### src/rtl/uart_pkg.sv
`default_nettype none
// +--------------------------------------------------------------------------+
// | uart_pkg                                                                 |
// | Shared UART definitions: link defaults, RX state encoding, sizing helper.|
// | Revision: 1.0                                                            |
// +--------------------------------------------------------------------------+
package uart_pkg;

  // 100 MHz system clock at 115200 baud; the TX path uses the same default.
  localparam int CLKS_PER_BIT_DEFAULT = 868;
  localparam int DATA_BITS_DEFAULT    = 8;

  typedef enum logic [1:0] {
    IDLE  = 2'd0,
    START = 2'd1,
    DATA  = 2'd2,
    STOP  = 2'd3
  } rx_state_e;

  function automatic int cnt_width(input int n);
    return (n > 1) ? $clog2(n) : 1;
  endfunction

endpackage
`default_nettype wire

### src/rtl/uart_rx_sync.sv
`default_nettype none
// +--------------------------------------------------------------------------+
// | uart_rx_sync                                                             |
// | Two-flop synchroniser for the serial line plus a falling-edge detector.  |
// | Revision: 1.0                                                            |
// +--------------------------------------------------------------------------+
module uart_rx_sync (
  input  logic clk_i,
  input  logic rst_i,
  input  logic rx_i,
  output logic rx_s,
  output logic fall
);

  logic meta;
  logic sync;
  logic sync_q;

  // Reset to the idle-high level so leaving reset never looks like a start edge.
  always_ff @(posedge clk_i or posedge rst_i) begin
    if (rst_i) begin
      meta   <= 1'b1;
      sync   <= 1'b1;
      sync_q <= 1'b1;
    end else begin
      meta   <= rx_i;
      sync   <= meta;
      sync_q <= sync;
    end
  end

  assign rx_s = sync;
  assign fall = sync_q & ~sync;

endmodule
`default_nettype wire

### src/rtl/uart_rx.sv
`default_nettype none
// +--------------------------------------------------------------------------+
// | uart_rx                                                                  |
// | 8N1-style UART receiver: mid-bit sampling, LSB-first deserialisation,    |
// | held-valid/ack output with framing and overrun pulses.                   |
// | Revision: 1.0                                                            |
// +--------------------------------------------------------------------------+
module uart_rx
  import uart_pkg::*;
#(
  parameter int CLKS_PER_BIT = CLKS_PER_BIT_DEFAULT,
  parameter int DATA_BITS    = DATA_BITS_DEFAULT
) (
  input  logic                 clk_i,
  input  logic                 rst_i,
  input  logic                 en,
  input  logic                 rx_i,
  input  logic                 rx_ack_i,
  output logic [DATA_BITS-1:0] rx_data_o,
  output logic                 rx_valid_o,
  output logic                 frame_err_o,
  output logic                 overrun_o,
  output logic                 busy_o
);

  localparam int CW = cnt_width(CLKS_PER_BIT);
  localparam int BW = cnt_width(DATA_BITS);

  localparam logic [CW-1:0] HALF_LAST = CW'(CLKS_PER_BIT / 2 - 1);
  localparam logic [CW-1:0] BIT_LAST  = CW'(CLKS_PER_BIT - 1);
  localparam logic [BW-1:0] BITS_LAST = BW'(DATA_BITS - 1);

  localparam logic [1:0] ST_IDLE  = IDLE;
  localparam logic [1:0] ST_START = START;
  localparam logic [1:0] ST_DATA  = DATA;
  localparam logic [1:0] ST_STOP  = STOP;

  logic                 rx_s;
  logic                 fall;

  logic [1:0]           state;
  logic [1:0]           state_nxt;
  logic [CW-1:0]        baud_cnt;
  logic [CW-1:0]        baud_cnt_nxt;
  logic [BW-1:0]        bit_cnt;
  logic [BW-1:0]        bit_cnt_nxt;
  logic [DATA_BITS-1:0] shreg;
  logic [DATA_BITS-1:0] shreg_nxt;
  logic                 load;
  logic                 ferr;

  logic [DATA_BITS-1:0] data_q;
  logic                 valid_q;
  logic                 ferr_q;
  logic                 ovr_q;

  uart_rx_sync u_sync (
    .clk_i (clk_i),
    .rst_i (rst_i),
    .rx_i  (rx_i),
    .rx_s  (rx_s),
    .fall  (fall)
  );

  always_comb begin
    state_nxt    = state;
    baud_cnt_nxt = baud_cnt + 1'b1;
    bit_cnt_nxt  = bit_cnt;
    shreg_nxt    = shreg;
    load         = 1'b0;
    ferr         = 1'b0;
    case (state)
      ST_IDLE: begin
        baud_cnt_nxt = '0;
        if (fall) begin
          state_nxt = ST_START;
        end
      end
      ST_START: begin
        // A start bit that is high again at its midpoint was only a glitch.
        if (baud_cnt == HALF_LAST) begin
          baud_cnt_nxt = '0;
          state_nxt    = rx_s ? ST_IDLE : ST_DATA;
        end
      end
      ST_DATA: begin
        if (baud_cnt == BIT_LAST) begin
          baud_cnt_nxt = '0;
          shreg_nxt    = {rx_s, shreg[DATA_BITS-1:1]};
          if (bit_cnt == BITS_LAST) begin
            bit_cnt_nxt = '0;
            state_nxt   = ST_STOP;
          end else begin
            bit_cnt_nxt = bit_cnt + 1'b1;
          end
        end
      end
      ST_STOP: begin
        // Leave at mid-stop so a back-to-back start edge is never missed.
        if (baud_cnt == BIT_LAST) begin
          baud_cnt_nxt = '0;
          state_nxt    = ST_IDLE;
          load         = rx_s;
          ferr         = ~rx_s;
        end
      end
      default: begin
        baud_cnt_nxt = '0;
        state_nxt    = ST_IDLE;
      end
    endcase
  end

  always_ff @(posedge clk_i or posedge rst_i) begin
    if (rst_i) begin
      state    <= ST_IDLE;
      baud_cnt <= '0;
      bit_cnt  <= '0;
      shreg    <= '0;
      data_q   <= '0;
      valid_q  <= 1'b0;
      ferr_q   <= 1'b0;
      ovr_q    <= 1'b0;
    end else if (en) begin
      state    <= state_nxt;
      baud_cnt <= baud_cnt_nxt;
      bit_cnt  <= bit_cnt_nxt;
      shreg    <= shreg_nxt;
      ferr_q   <= ferr;
      ovr_q    <= load & valid_q & ~rx_ack_i;
      // A completing byte wins over a same-cycle ack.
      if (load) begin
        data_q  <= shreg;
        valid_q <= 1'b1;
      end else if (rx_ack_i) begin
        valid_q <= 1'b0;
      end
    end else begin
      ferr_q <= 1'b0;
      ovr_q  <= 1'b0;
    end
  end

  assign rx_data_o   = data_q;
  assign rx_valid_o  = valid_q;
  assign frame_err_o = ferr_q & en;
  assign overrun_o   = ovr_q & en;
  assign busy_o      = (state != ST_IDLE);

endmodule
`default_nettype wire

### config.mk
export PLATFORM = sky130hd
export DESIGN_NAME = uart_rx
export DESIGN_NICKNAME = d
export VERILOG_FILES = /design/src/rtl/uart_pkg.sv /design/src/rtl/uart_rx_sync.sv /design/src/rtl/uart_rx.sv
export SDC_FILE = /design/constraint.sdc
export NUM_CORES = 1
export LEC_CHECK = 0
export ABC_AREA = 1
export ABC_CLOCK_PERIOD_IN_PS = 2900
export BUFFER_PORTS_ARGS = -buffer_cell sky130_fd_sc_hd__buf_4
export CAP_MARGIN = 20
export CORE_MARGIN = 5
export CORE_UTILIZATION = 52
export CTS_BUF_LIST = sky130_fd_sc_hd__clkbuf_4 sky130_fd_sc_hd__clkbuf_8 sky130_fd_sc_hd__clkbuf_16
export CTS_CLUSTER_SIZE = 20
export DETAILED_ROUTE_END_ITERATION = 7
export PLACE_DENSITY = 0.7
export SYNTH_ARGS = -nofsm -noshare
export SYNTH_HDL_FRONTEND = slang
export SYNTH_SLANG_ARGS = --single-unit
### constraint.sdc
create_clock -name clk_i -period 2.9 [get_ports clk_i]
set_clock_uncertainty 0.15 [all_clocks]
set_input_delay 0.58 -clock clk_i [delete_from_list [all_inputs] [get_ports clk_i]]
set_output_delay 0.58 -clock clk_i [all_outputs]
set_load 0.02 [all_outputs]
==> metrics.log, run 1 <==
INFO  metric timing.final.ws_setup = 935 ps
INFO  metric netlist.area_leader.share = 46.7%
INFO  metric synth_enable_flop_cells = 0
INFO  metric place.gp.congestion = 0.930
INFO  metric syn_inst = 231
INFO  metric yosysMostFrequentCell = sky130_fd_sc_hd__nand2_1
INFO  metric detailroute.via_count = 1370
INFO  metric routed-wl-met3 = 145 um
INFO  metric setup.worst_path.class = reg2reg
INFO  metric port-buffer-count = 16
INFO  metric holdBufCountCts = 0
INFO  metric async_reset_ff_share = 100%
INFO  metric netlist_top_cells_area = sky130_fd_sc_hd__dfrtp_1 47%, sky130_fd_sc_hd__nand2_1 14%, sky130_fd_sc_hd__inv_1 11%
INFO  metric initial_antenna_violation_count = 0
INFO  metric syn-mean-instance-area = 7.89 um2
INFO  metric core = 3360 um2
INFO  metric ys.flop_type = sky130_fd_sc_hd__dfrtp_1
INFO  metric detail_route.wirelength.met1 = 1590 um
INFO  metric wire_per_inst = 10.4 um
INFO  metric grt_pass1_wl = 5670 um
INFO  metric synthesized_area = 1820 um2
INFO  metric final_period_minus_worst_setup_slack = 1970 ps
INFO  metric crit_start = baud_cnt[0]$_DFFE_PP0P_
INFO  metric tritoncts_clock_tree = yes
INFO  metric io_pins = 17
INFO  metric max_slew.worst_pin.slew = 452 ps
INFO  metric run_status = finished, final reports clean
INFO  metric postSynthNetCount = 240
INFO  metric floorplan.initialDensity = 54.2%
INFO  metric detail-route-antenna-nets = 0
INFO  metric unrepaired_setup_endpoints_after_global_routing = no
INFO  metric preCtsSetupSlack = 947 ps
INFO  metric report.final.hold_viol_count = 0
INFO  metric irDropWorstVdd = 0.437 mV
INFO  metric synth_cell_types = 23
INFO  metric placement_rows = 21
INFO  metric via_per_inst = 4.58
INFO  metric tritoncts.num_buffers = 5
INFO  metric critPathSlowestCell = sky130_fd_sc_hd__dfrtp_1
INFO  metric design.final.nets = 261
INFO  metric dr.pass1.iters = 4
INFO  metric worst-path-max-fanout = 13
INFO  metric worst_ep_required_time = 2970 ps
INFO  metric rr_startpoint = baud_cnt[0]$_DFFE_PP0P_
INFO  metric routed-wl-met2 = 1330 um
INFO  metric number_of_max_slew_violations_in_the_final_report = 0
INFO  metric timing.critical_path.to_type = flop
INFO  metric cap_violations = 0
INFO  metric dp_hpwl = 2260 um
INFO  metric synth.ff_latch_count = 37
INFO  metric die_extent_in_x = 69.2 um
INFO  metric clock_tree.root_cell = sky130_fd_sc_hd__clkbuf_4
INFO  metric arrival_worst_endpoint = 2040 ps
INFO  metric cp_cell_sequence = ha_1 > nand3_2 > nor3_2 > nand3_1 > buf_4 > nand2_1 > o21ai_1
INFO  metric setup-tns-final = 0 ps
INFO  metric synthToLayoutAreaGrowth = 12.8%
INFO  metric netlist.top_cell.by_area = sky130_fd_sc_hd__dfrtp_1
INFO  metric clk_pin_slew_worst_paths = 110 ps
INFO  metric grt_usage = 14.4%
INFO  metric sequential_cell_area_fraction_in_the_yosys_report = 51.0%
INFO  metric routed.top_layer = met4
INFO  metric count_of_inserted_antenna_diode_cells = 0
INFO  metric cp.buffers_inverters = 1
INFO  metric postRouteWirelength = 3100 um
INFO  metric fmaxAchievable = 509 MHz
INFO  metric die-height = 69.2 um
INFO  metric setup.worst_path.start_class = flop
INFO  metric synth_top_cells_by_count = 66 x sky130_fd_sc_hd__nand2_1, 54 x sky130_fd_sc_hd__inv_1, 34 x sky130_fd_sc_hd__dfrtp_1
INFO  metric ctsResizeCount = 0
INFO  metric buffers_inserted_by_post_cts_timing_repair = 0
INFO  metric power.density_cell_area = 547 nW/um2
INFO  metric critical-path-top-delay-family = simple AND/OR/NAND/NOR gates
INFO  metric h_tree_lvl_count = 2
INFO  metric floorplan.die_area = 4790 um2
INFO  metric initialDrtViolationCount = 72
INFO  metric clockBufferDepth = 2
INFO  metric maximum_number_of_pins_on_one_net_before_global_route_repair = 38
INFO  metric cellLeakagePower = 1.07 nW
INFO  metric grt-ovfl-total = 0
INFO  metric timing.final.setup_violations = 0
INFO  metric utilization = 61.2%
INFO  metric period_share = 67.8%
INFO  metric worst_skew_late_latency = 330 ps
INFO  metric number_of_global_route_vias_before_repair = 1282
INFO  metric yosysWarningCount = 0
INFO  metric clock_sinks = 37
INFO  metric timing.slew.headroom = 69.6%
INFO  metric post_route_cells_drive_above_1_share = 13.8%
INFO  metric drc = 0
INFO  metric hold_class = in2async
INFO  metric critPathMaxStageDelay = 430 ps
## metrics by stage
step	area, um2	hold WS (ps)	instances	power [mW]
final	2060	191	299	1.12
after global routing	2060	165	299	1.21
after CTS	2060	192	299	1.14
after detailed placement	1990	198	291	0.844
after global placement	1990	196	291	0.838
after floorplan	1820	195	231	0.791
## cell type report
cell class              count  area (um2)
clock buffers               7        58.8
inverters                  56         210
flip-flops and latches     37         930
well taps                  46        57.6
multi-input cells         134         658
clock inverters             1        7.51
repair buffers             18         135
fillers                   318        1310
## worst paths after layout
path	endpoint	slack, ps	cells past startpoint
min	shreg[6]$_DFFE_PP0P_	190	3
max	shreg[7]$_DFFE_PP0P_	930	7
min in group clk_i	u_sync.meta$_DFF_PP1_	210	1
max in group asynchronous	u_sync.meta$_DFF_PP1_	2060	3
max reg2reg	shreg[7]$_DFFE_PP0P_	930	7
min reg2reg	u_sync.rx_s$_DFF_PP1_	210	0
## cells by family after synthesis
group / count (synthesis) / share of synthesized area, %
adders and majority gates: 4 / 2.75
xor gates and xnor gates: 5 / 2.40
DFF: 37 / 51.0
buffers and inverters: 60 / 12.9
and+or+nand+nor: 97 / 23.3
AOI/OAI and AO/OA: 28 / 7.69
## worst min-delay path: cells and delay by family
family / cells / cell delay [ps]
buffers and inverters: 3 / 530
## per-layer routing
layer  track usage [%]  vias to the layer above
li1                  -                      737
met1              19.3                      600
met2              21.4                       29
met3              4.49                        4
met4              6.51                        0
met5                 0                        -
## flip-flops by register name, summed over array words and instances, names as in the netlist, named ones only
name and flops:
ferr_q 1, shreg 8, u_sync.meta 1, baud_cnt 10, ovr_q 1, rx_valid_o 1
u_sync.sync_q 1, u_sync.rx_s 1, bit_cnt 3, rx_data_o 8, state 1
## report_power, final
group | internal, mW | switching (mW)
sequential | 0.572 | 0.0578
combinational | 0.0742 | 0.131
clock | 0.128 | 0.162
total | 0.774 | 0.350
## cells in the final DEF, fill, tap and decap left out, types with 2 or more instances in the layout
master	Yosys	routed
sky130_fd_sc_hd__buf_4	0	18
sky130_fd_sc_hd__nor2_1	11	11
sky130_fd_sc_hd__clkbuf_4	0	6
sky130_fd_sc_hd__nand2_1	66	66
sky130_fd_sc_hd__o21ai_0	7	7
sky130_fd_sc_hd__o21ai_1	20	20
sky130_fd_sc_hd__ha_1	4	4
sky130_fd_sc_hd__dfstp_2	3	3
sky130_fd_sc_hd__inv_1	54	54
sky130_fd_sc_hd__xor2_1	5	5
sky130_fd_sc_hd__inv_2	2	2
sky130_fd_sc_hd__nand3_1	7	7
sky130_fd_sc_hd__nand4_1	4	4
sky130_fd_sc_hd__nor3_1	3	3
sky130_fd_sc_hd__dfrtp_1	34	34
No activity file was read; power rests on OpenSTA's default activity.
==> run 2, diff against run 1 <==
- ABC_CLOCK_PERIOD_IN_PS: 2900 -> 1900
- clock period: 2.9 -> 1.9 ns (I/O delays scaled with it)
==> run 2 against run 1 <==
  * Fmax up 13%
  * Setup slack worse by 780 ps
  * Non-clock buffer count is 7 higher
  * Critical path depth rose by 2
  * Largest power group unchanged
  * Largest cell class unchanged
  * Final area increased by 4.6%
  * Routed wire length increased by 8.2%
  * Register-to-register slack worse by 780 ps
  * Critical endpoint is now baud_cnt[6]$_DFFE_PP0P_
  * Total power rose by 68%
  * Sequential power up 53%
  * Utilization grew 2.8 points
  * Flip-flop and latch count did not move
  * Count of clock-buffer cells in the layout fell by 2
==> metrics.log, run 2 (same netlist as run 1, synthesis figures left out) <==
INFO  metric timing.final.ws_setup = 154 ps (was 935 ps)
INFO  metric maximum_number_of_pins_on_one_net_before_global_route_repair = 38 (unchanged)
INFO  metric tritoncts.num_buffers = 5 (unchanged)
INFO  metric clk_pin_slew_worst_paths = 110 ps (about the same)
INFO  metric utilization = 64.0% (was 61.2%)
INFO  metric power.density_cell_area = 880 nW/um2 (was 547 nW/um2)
INFO  metric tritoncts_clock_tree = yes (unchanged)
INFO  metric floorplan.die_area = 4790 um2 (unchanged)
INFO  metric clock_tree.root_cell = sky130_fd_sc_hd__clkbuf_4 (unchanged)
INFO  metric cap_violations = 0 (unchanged)
INFO  metric placement_rows = 21 (unchanged)
INFO  metric layout.cells.most_common_list = 66 x sky130_fd_sc_hd__nand2_1, 54 x sky130_fd_sc_hd__inv_1, 34 x sky130_fd_sc_hd__dfrtp_1 (unchanged)
INFO  metric layout.cell_area.non_filler = 2150 um2 (was 2060 um2)
INFO  metric grt_usage = 14.5% (was 14.4%)
INFO  metric grt-ovfl-total = 0 (unchanged)
INFO  metric die-height = 69.2 um (unchanged)
INFO  metric fill_cells = 305 (was 318)
INFO  metric floorplan.initialDensity = 54.2% (unchanged)
INFO  metric detail-route-antenna-nets = 0 (unchanged)
INFO  metric cellLeakagePower = 1.11 nW (was 1.07 nW)
INFO  metric preCtsSetupSlack = 108 ps (was 947 ps)
INFO  metric setup-tns-final = 0 ps (unchanged)
INFO  metric arrival_worst_endpoint = 1840 ps (was 2040 ps)
INFO  metric critPathMaxStageDelay = 400 ps (was 430 ps)
INFO  metric worst_skew_late_latency = 350 ps (was 330 ps)
INFO  metric crit_path_frequent_cell = sky130_fd_sc_hd__nand2_1
INFO  metric timing.critical_path.to_type = flop (unchanged)
INFO  metric wire_per_inst = 10.9 um (was 10.4 um)
INFO  metric clockBufferDepth = 2 (unchanged)
INFO  metric worst-path-max-fanout = 4 (was 13)
INFO  metric final_period_minus_worst_setup_slack = 1750 ps (was 1970 ps)
INFO  metric layout_commonest_cell = sky130_fd_sc_hd__nand2_1 (unchanged)
INFO  metric number_of_global_route_vias_before_repair = 1243 (was 1282)
INFO  metric total_power = 1.89 mW (was 1.12 mW)
INFO  metric h_tree_lvl_count = 2 (unchanged)
INFO  metric max_slew.worst_pin.slew = 455 ps (was 452 ps)
INFO  metric postRouteWirelength = 3360 um (was 3100 um)
INFO  metric worst_ep_required_time = 2000 ps (was 2970 ps)
INFO  metric place.gp.congestion = 0.859 (was 0.930)
INFO  metric synthToLayoutAreaGrowth = 18.0% (was 12.8%)
INFO  metric timing.slew.headroom = 69.7% (was 69.6%)
INFO  metric initialDrtViolationCount = 124 (was 72)
INFO  metric design.final.nets = 269 (was 261)
INFO  metric io_pins = 17 (unchanged)
INFO  metric hold_class = in2reg (was in2async)
INFO  metric core = 3360 um2 (unchanged)
INFO  metric largest_register_ffs = 10 (unchanged)
INFO  metric critPathSlowestCell = sky130_fd_sc_hd__dfrtp_1 (unchanged)
INFO  metric setup.reg_to_reg.worst_slack = 150 ps (was 930 ps)
INFO  metric period_share = 91.9% (was 67.8%)
INFO  metric initial_antenna_violation_count = 0 (unchanged)
INFO  metric via_per_inst = 4.69 (was 4.58)
INFO  metric run_status = finished, final reports clean (unchanged)
INFO  metric cp_cell_sequence = ha_2 > nand3_2 > nor2_2 > nand2_1 > inv_2 > o21ai_2 > or2_1 > nand2_1 > inv_1 (was ha_1 > nand3_2 > nor3_2 > nand3_1 > buf_4 > nand2_1 > o21ai_1)
INFO  metric count_of_inserted_antenna_diode_cells = 0 (unchanged)
INFO  metric dpl_cell_area = 2000 um2 (was 1990 um2)
INFO  metric report.final.hold_viol_count = 0 (unchanged)
INFO  metric post_route_cells_drive_above_1_share = 16.5% (was 13.8%)
INFO  metric setup.worst_path.class = reg2reg (unchanged)
INFO  metric die_extent_in_x = 69.2 um (unchanged)
INFO  metric grt_pass1_wl = 5580 um (was 5670 um)
INFO  metric drc = 0 (unchanged)
INFO  metric timing.final.setup_violations = 0 (unchanged)
INFO  metric setup.worst_path.start_class = flop (unchanged)
INFO  metric port-buffer-count = 16 (unchanged)
INFO  metric dp_hpwl = 2330 um (was 2260 um)
INFO  metric number_of_max_slew_violations_in_the_final_report = 0 (unchanged)
INFO  metric clock_sinks = 37 (unchanged)
INFO  metric fmaxAchievable = 573 MHz (was 509 MHz)
INFO  metric registers.top_by_ff_count = baud_cnt (unchanged)
INFO  metric detailroute.via_count = 1440 (was 1370)
INFO  metric dr.pass1.iters = 4 (unchanged)
INFO  metric irDropWorstVdd = 0.676 mV (was 0.437 mV)
[run 2: power breakdown]
part           switching [mW]  leakage (nW)  internal, mW  total, mW
clock network           0.269        0.0414         0.279      0.548
registers              0.0903         0.440         0.873      0.964
logic                   0.220         0.630         0.162      0.382
[run 2: cell type report]
class                   count  area [um2]  area share (%)
flip-flops and latches     37         930            43.2
multi-input cells         135         677            31.5
inverters                  56         210            9.77
repair buffers             25         193            8.96
well taps                  46        57.6            2.68
clock inverters             3        46.3            2.15
clock buffers               5        37.5            1.75
[run 2: worst max-delay path: cells and delay by family (launching register included)]
family | cells | cell delay [ps]
simple gates | 5 | 640
flops | 1 | 400
fa+ha+maj | 1 | 220
buf+inv | 2 | 150
compound gates | 1 | 80
[run 2: worst paths after layout]
path | startpoint | cells after the start | to
worst min register to register | u_sync.meta$_DFF_PP1_ | 0 | u_sync.rx_s$_DFF_PP1_
worst max-delay path | baud_cnt[1]$_DFFE_PP0P_ | 9 | baud_cnt[6]$_DFFE_PP0P_
min in group asynchronous | rst_i | 4 | rx_data_o[1]$_DFFE_PP0P_
worst min-delay path | rx_ack_i | 4 | ovr_q$_DFF_PP0_
worst max register to register | baud_cnt[1]$_DFFE_PP0P_ | 9 | baud_cnt[6]$_DFFE_PP0P_
max in group asynchronous | rst_i | 4 | u_sync.sync_q$_DFF_PP1_
[run 2: layer usage]
| layer | GRT usage (%) | share of wire, % | vias up |
|---|---|---|---|
| li1 | - | - | 754 |
| met1 | 19.8 | 47 | 649 |
| met2 | 21.0 | 45 | 32 |
| met3 | 5.65 | 6.3 | 5 |
| met4 | 5.21 | 1.5 | 0 |
| met5 | 0 | 0 | - |
[run 2: metrics by stage]
| stage | cells | hold WS [ps] |
|---|---|---|
| 3_5_place_dp | 292 | 200 |
| 3_3_place_gp | 292 | 197 |
| 2_1_floorplan | 231 | 195 |
| 6_report | 307 | 119 |
| 5_1_grt | 307 | 114 |
| 4_1_cts | 302 | 111 |
[run 2: repair_timing]
item                       4_1_cts  5_1_grt
resized for setup                0        2
hold endpoints to repair        35        0
setup endpoints to repair        0       17
hold buffers                     2        0
buffers inserted                 0        4
==> run 3, diff against run 2 <==
- PLACE_DENSITY: 0.7 -> unset
- PLACE_DENSITY_LB_ADDON: unset -> 0.2
==> run 3 against run 2 <==
  * Setup slack got worse by 11 ps
  * Clock power decreased by 27%
  * Final cell count decreased by 0.65%
  * Die area unchanged
  * Non-clock buffer count decreased by 2
  * Routed wire length decreased by 3.3%
  * Sequential power decreased by 0.9%
  * Via count decreased by 2.0%
  * Global-route usage decreased by 0.24 points
  * Combinational power decreased by 7.6%
  * Critical path depth unchanged
  * Worst hold slack improved by 5.8 ps
  * Largest power group unchanged
==> metrics.log, run 3 (same netlist as run 1, synthesis figures left out) <==
INFO  metric clock_tree.root_cell = sky130_fd_sc_hd__clkbuf_4 (unchanged)
INFO  metric report.final.hold_viol_count = 0 (unchanged)
INFO  metric min_path_cells = 4 (unchanged)
INFO  metric setup.worst_path.start_class = flop (unchanged)
INFO  metric clk_pin_slew_worst_paths = 110 ps (about the same)
INFO  metric design.final.nets = 267 (was 269)
INFO  metric io_pins = 17 (unchanged)
INFO  metric floorplan.die_area = 4790 um2 (unchanged)
INFO  metric timing.rr.end = baud_cnt[7]$_DFFE_PP0P_ (was baud_cnt[6]$_DFFE_PP0P_)
INFO  metric irDropWorstVdd = 0.399 mV (was 0.676 mV)
INFO  metric floorplan.initialDensity = 54.2% (unchanged)
INFO  metric layout_commonest_cell = sky130_fd_sc_hd__nand2_1 (unchanged)
INFO  metric synthToLayoutAreaGrowth = 15.4% (was 18.0%)
INFO  metric cap_violations = 0 (unchanged)
INFO  metric critPathSlowestCell = sky130_fd_sc_hd__dfrtp_1 (unchanged)
INFO  metric tritoncts_clock_tree = yes (unchanged)
INFO  metric max_slew.worst_pin.slew = 472 ps (was 455 ps)
INFO  metric die-height = 69.2 um (unchanged)
INFO  metric arrival_worst_endpoint = 1860 ps (was 1840 ps)
INFO  metric cp_cell_sequence = ha_2 > nand3_2 > nor2_2 > nand2_1 > inv_2 > o21ai_1 > or2_1 > nand2_1 > inv_1 (was ha_2 > nand3_2 > nor2_2 > nand2_1 > inv_2 > o21ai_2 > or2_1 > nand2_1 > inv_1)
INFO  metric worst_skew_late_latency = 340 ps (was 350 ps)
INFO  metric setup.worst_path.class = reg2reg (unchanged)
INFO  metric worst-r2r-cell-count = 9 (unchanged)
INFO  metric hold_class = in2reg (unchanged)
INFO  metric initial_antenna_violation_count = 0 (unchanged)
INFO  metric hold_end = ovr_q$_DFF_PP0_ (unchanged)
INFO  metric place.gp.congestion = 0.892 (was 0.859)
INFO  metric hold_ws = 125 ps (was 119 ps)
INFO  metric initialDrtViolationCount = 103 (was 124)
INFO  metric via_per_inst = 4.63 (was 4.69)
INFO  metric cp.buffers_inverters = 2 (unchanged)
INFO  metric grt-ovfl-total = 0 (unchanged)
INFO  metric critPathMaxStageDelay = 380 ps (was 400 ps)
INFO  metric fmaxAchievable = 569 MHz (was 573 MHz)
INFO  metric period_share = 92.5% (was 91.9%)
INFO  metric clockBufferDepth = 2 (unchanged)
INFO  metric layout.cells.most_common_list = 66 x sky130_fd_sc_hd__nand2_1, 54 x sky130_fd_sc_hd__inv_1, 34 x sky130_fd_sc_hd__dfrtp_1 (unchanged)
INFO  metric die_extent_in_x = 69.2 um (unchanged)
INFO  metric detailroute.via_count = 1411 (was 1440)
INFO  metric largest_register_ffs = 10 (unchanged)
INFO  metric clock_sinks = 37 (unchanged)
INFO  metric port-buffer-count = 16 (unchanged)
INFO  metric maximum_number_of_pins_on_one_net_before_global_route_repair = 38 (unchanged)
INFO  metric detail-route-antenna-nets = 0 (unchanged)
INFO  metric number_of_global_route_vias_before_repair = 1270 (was 1243)
INFO  metric final_period_minus_worst_setup_slack = 1760 ps (was 1750 ps)
INFO  metric crit_start = baud_cnt[0]$_DFFE_PP0P_ (was baud_cnt[1]$_DFFE_PP0P_)
INFO  metric crit_path_frequent_cell = sky130_fd_sc_hd__nand2_1 (unchanged)
INFO  metric setup-tns-final = 0 ps (unchanged)
INFO  metric tritoncts.num_buffers = 5 (unchanged)
INFO  metric power.density_cell_area = 812 nW/um2 (was 880 nW/um2)
INFO  metric run_status = finished, final reports clean (unchanged)
INFO  metric dr.pass1.iters = 4 (unchanged)
INFO  metric grt_pass1_wl = 5600 um (was 5580 um)
INFO  metric core = 3360 um2 (unchanged)
INFO  metric worst_ep_required_time = 2000 ps (about the same)
INFO  metric timing.critical_path.to_type = flop (unchanged)
INFO  metric rr_startpoint = baud_cnt[0]$_DFFE_PP0P_ (was baud_cnt[1]$_DFFE_PP0P_)
INFO  metric unrepaired_setup_endpoints_after_global_routing = no
INFO  metric timing.slew.headroom = 68.3% (was 69.7%)
INFO  metric wire_per_inst = 10.6 um (was 10.9 um)
INFO  metric preCtsSetupSlack = 115 ps (was 108 ps)
INFO  metric h_tree_lvl_count = 2 (unchanged)
INFO  metric total_power = 1.71 mW (was 1.89 mW)
INFO  metric timing.final.setup_violations = 0 (unchanged)
INFO  metric timing.final.ws_setup = 143 ps (was 154 ps)
INFO  metric utilization = 62.5% (was 64.0%)
INFO  metric drc = 0 (unchanged)
INFO  metric count_of_inserted_antenna_diode_cells = 0 (unchanged)
INFO  metric number_of_max_slew_violations_in_the_final_report = 0 (unchanged)
INFO  metric cellLeakagePower = 1.09 nW (was 1.11 nW)
INFO  metric dp_hpwl = 2220 um (was 2330 um)
INFO  metric placement_rows = 21 (unchanged)
INFO  metric registers.top_by_ff_count = baud_cnt (unchanged)
INFO  metric grt_usage = 14.3% (was 14.5%)
INFO  metric critical-path-top-delay-family = simple AND/OR/NAND/NOR gates (unchanged)
INFO  metric post_route_cells_drive_above_1_share = 15.4% (was 16.5%)
INFO  metric postRouteWirelength = 3250 um (was 3360 um)
INFO  metric hold_start = rx_ack_i (unchanged)
INFO  metric setup.reg_to_reg.worst_slack = 140 ps (was 150 ps)
INFO  metric worst-path-max-fanout = 4 (unchanged)
run 3: worst max path at each step:
| stage | end | slack, ps | cells past startpoint |
|---|---|---|---|
| after floorplan | rx_data_o[1]$_DFFE_PP0P_ | 270 | 9 |
| after global placement | rx_data_o[1]$_DFFE_PP0P_ | 140 | 8 |
| after detailed placement | rx_data_o[7]$_DFFE_PP0P_ | 110 | 8 |
| after CTS | rx_data_o[7]$_DFFE_PP0P_ | 70 | 8 |
| after global routing | baud_cnt[5]$_DFFE_PP0P_ | 20 | 11 |
| final | baud_cnt[7]$_DFFE_PP0P_ | 140 | 9 |
run 3: final cells by class:
type	count	area (um2)
clock inverters	3	17.5
inverters	56	210
clock buffers	5	37.5
flip-flops and latches	37	930
repair buffers	23	178
fillers	304	1260
multi-input cells	135	673
well taps	46	57.6
run 3: power by group:
group	total (mW)	internal (mW)	leakage (nW)	switching, mW
registers	0.955	0.873	0.440	0.0814
logic	0.353	0.140	0.619	0.213
clock network	0.399	0.139	0.0310	0.260
total	1.71	1.15	1.09	0.554
run 3: what timing repair did:
action / CTS / global route
hold buffers: 2 / 0
buffers inserted: 0 / 1
endpoints found under the setup margin: 0 / 14
resized for setup: 0 / 1
endpoints found under the hold margin: 26 / 0
run 3: metrics by stage:
stage / std cells / cell area (um2)
after floorplan: 231 / 1820
after global placement: 293 / 2010
after detailed placement: 293 / 2010
after CTS: 303 / 2080
after global routing: 305 / 2100
final: 305 / 2100
run 3: layer usage:
layer,up-vias,share of wire (%),track usage [%]
met5,-,0,0
met4,0,0.59,3.90
met3,2,6.8,6.38
li1,750,-,-
met1,625,50,19.6
met2,34,42,20.4
run 3: worst reg2reg max path, cell delays in order (launching register included):
cell	delay, ps
sky130_fd_sc_hd__dfrtp_1	380
sky130_fd_sc_hd__ha_2	210
sky130_fd_sc_hd__nand3_2	110
sky130_fd_sc_hd__nor2_2	150
sky130_fd_sc_hd__nand2_1	90
sky130_fd_sc_hd__inv_2	110
sky130_fd_sc_hd__o21ai_1	100
sky130_fd_sc_hd__or2_1	270
sky130_fd_sc_hd__nand2_1	80
sky130_fd_sc_hd__inv_1	30
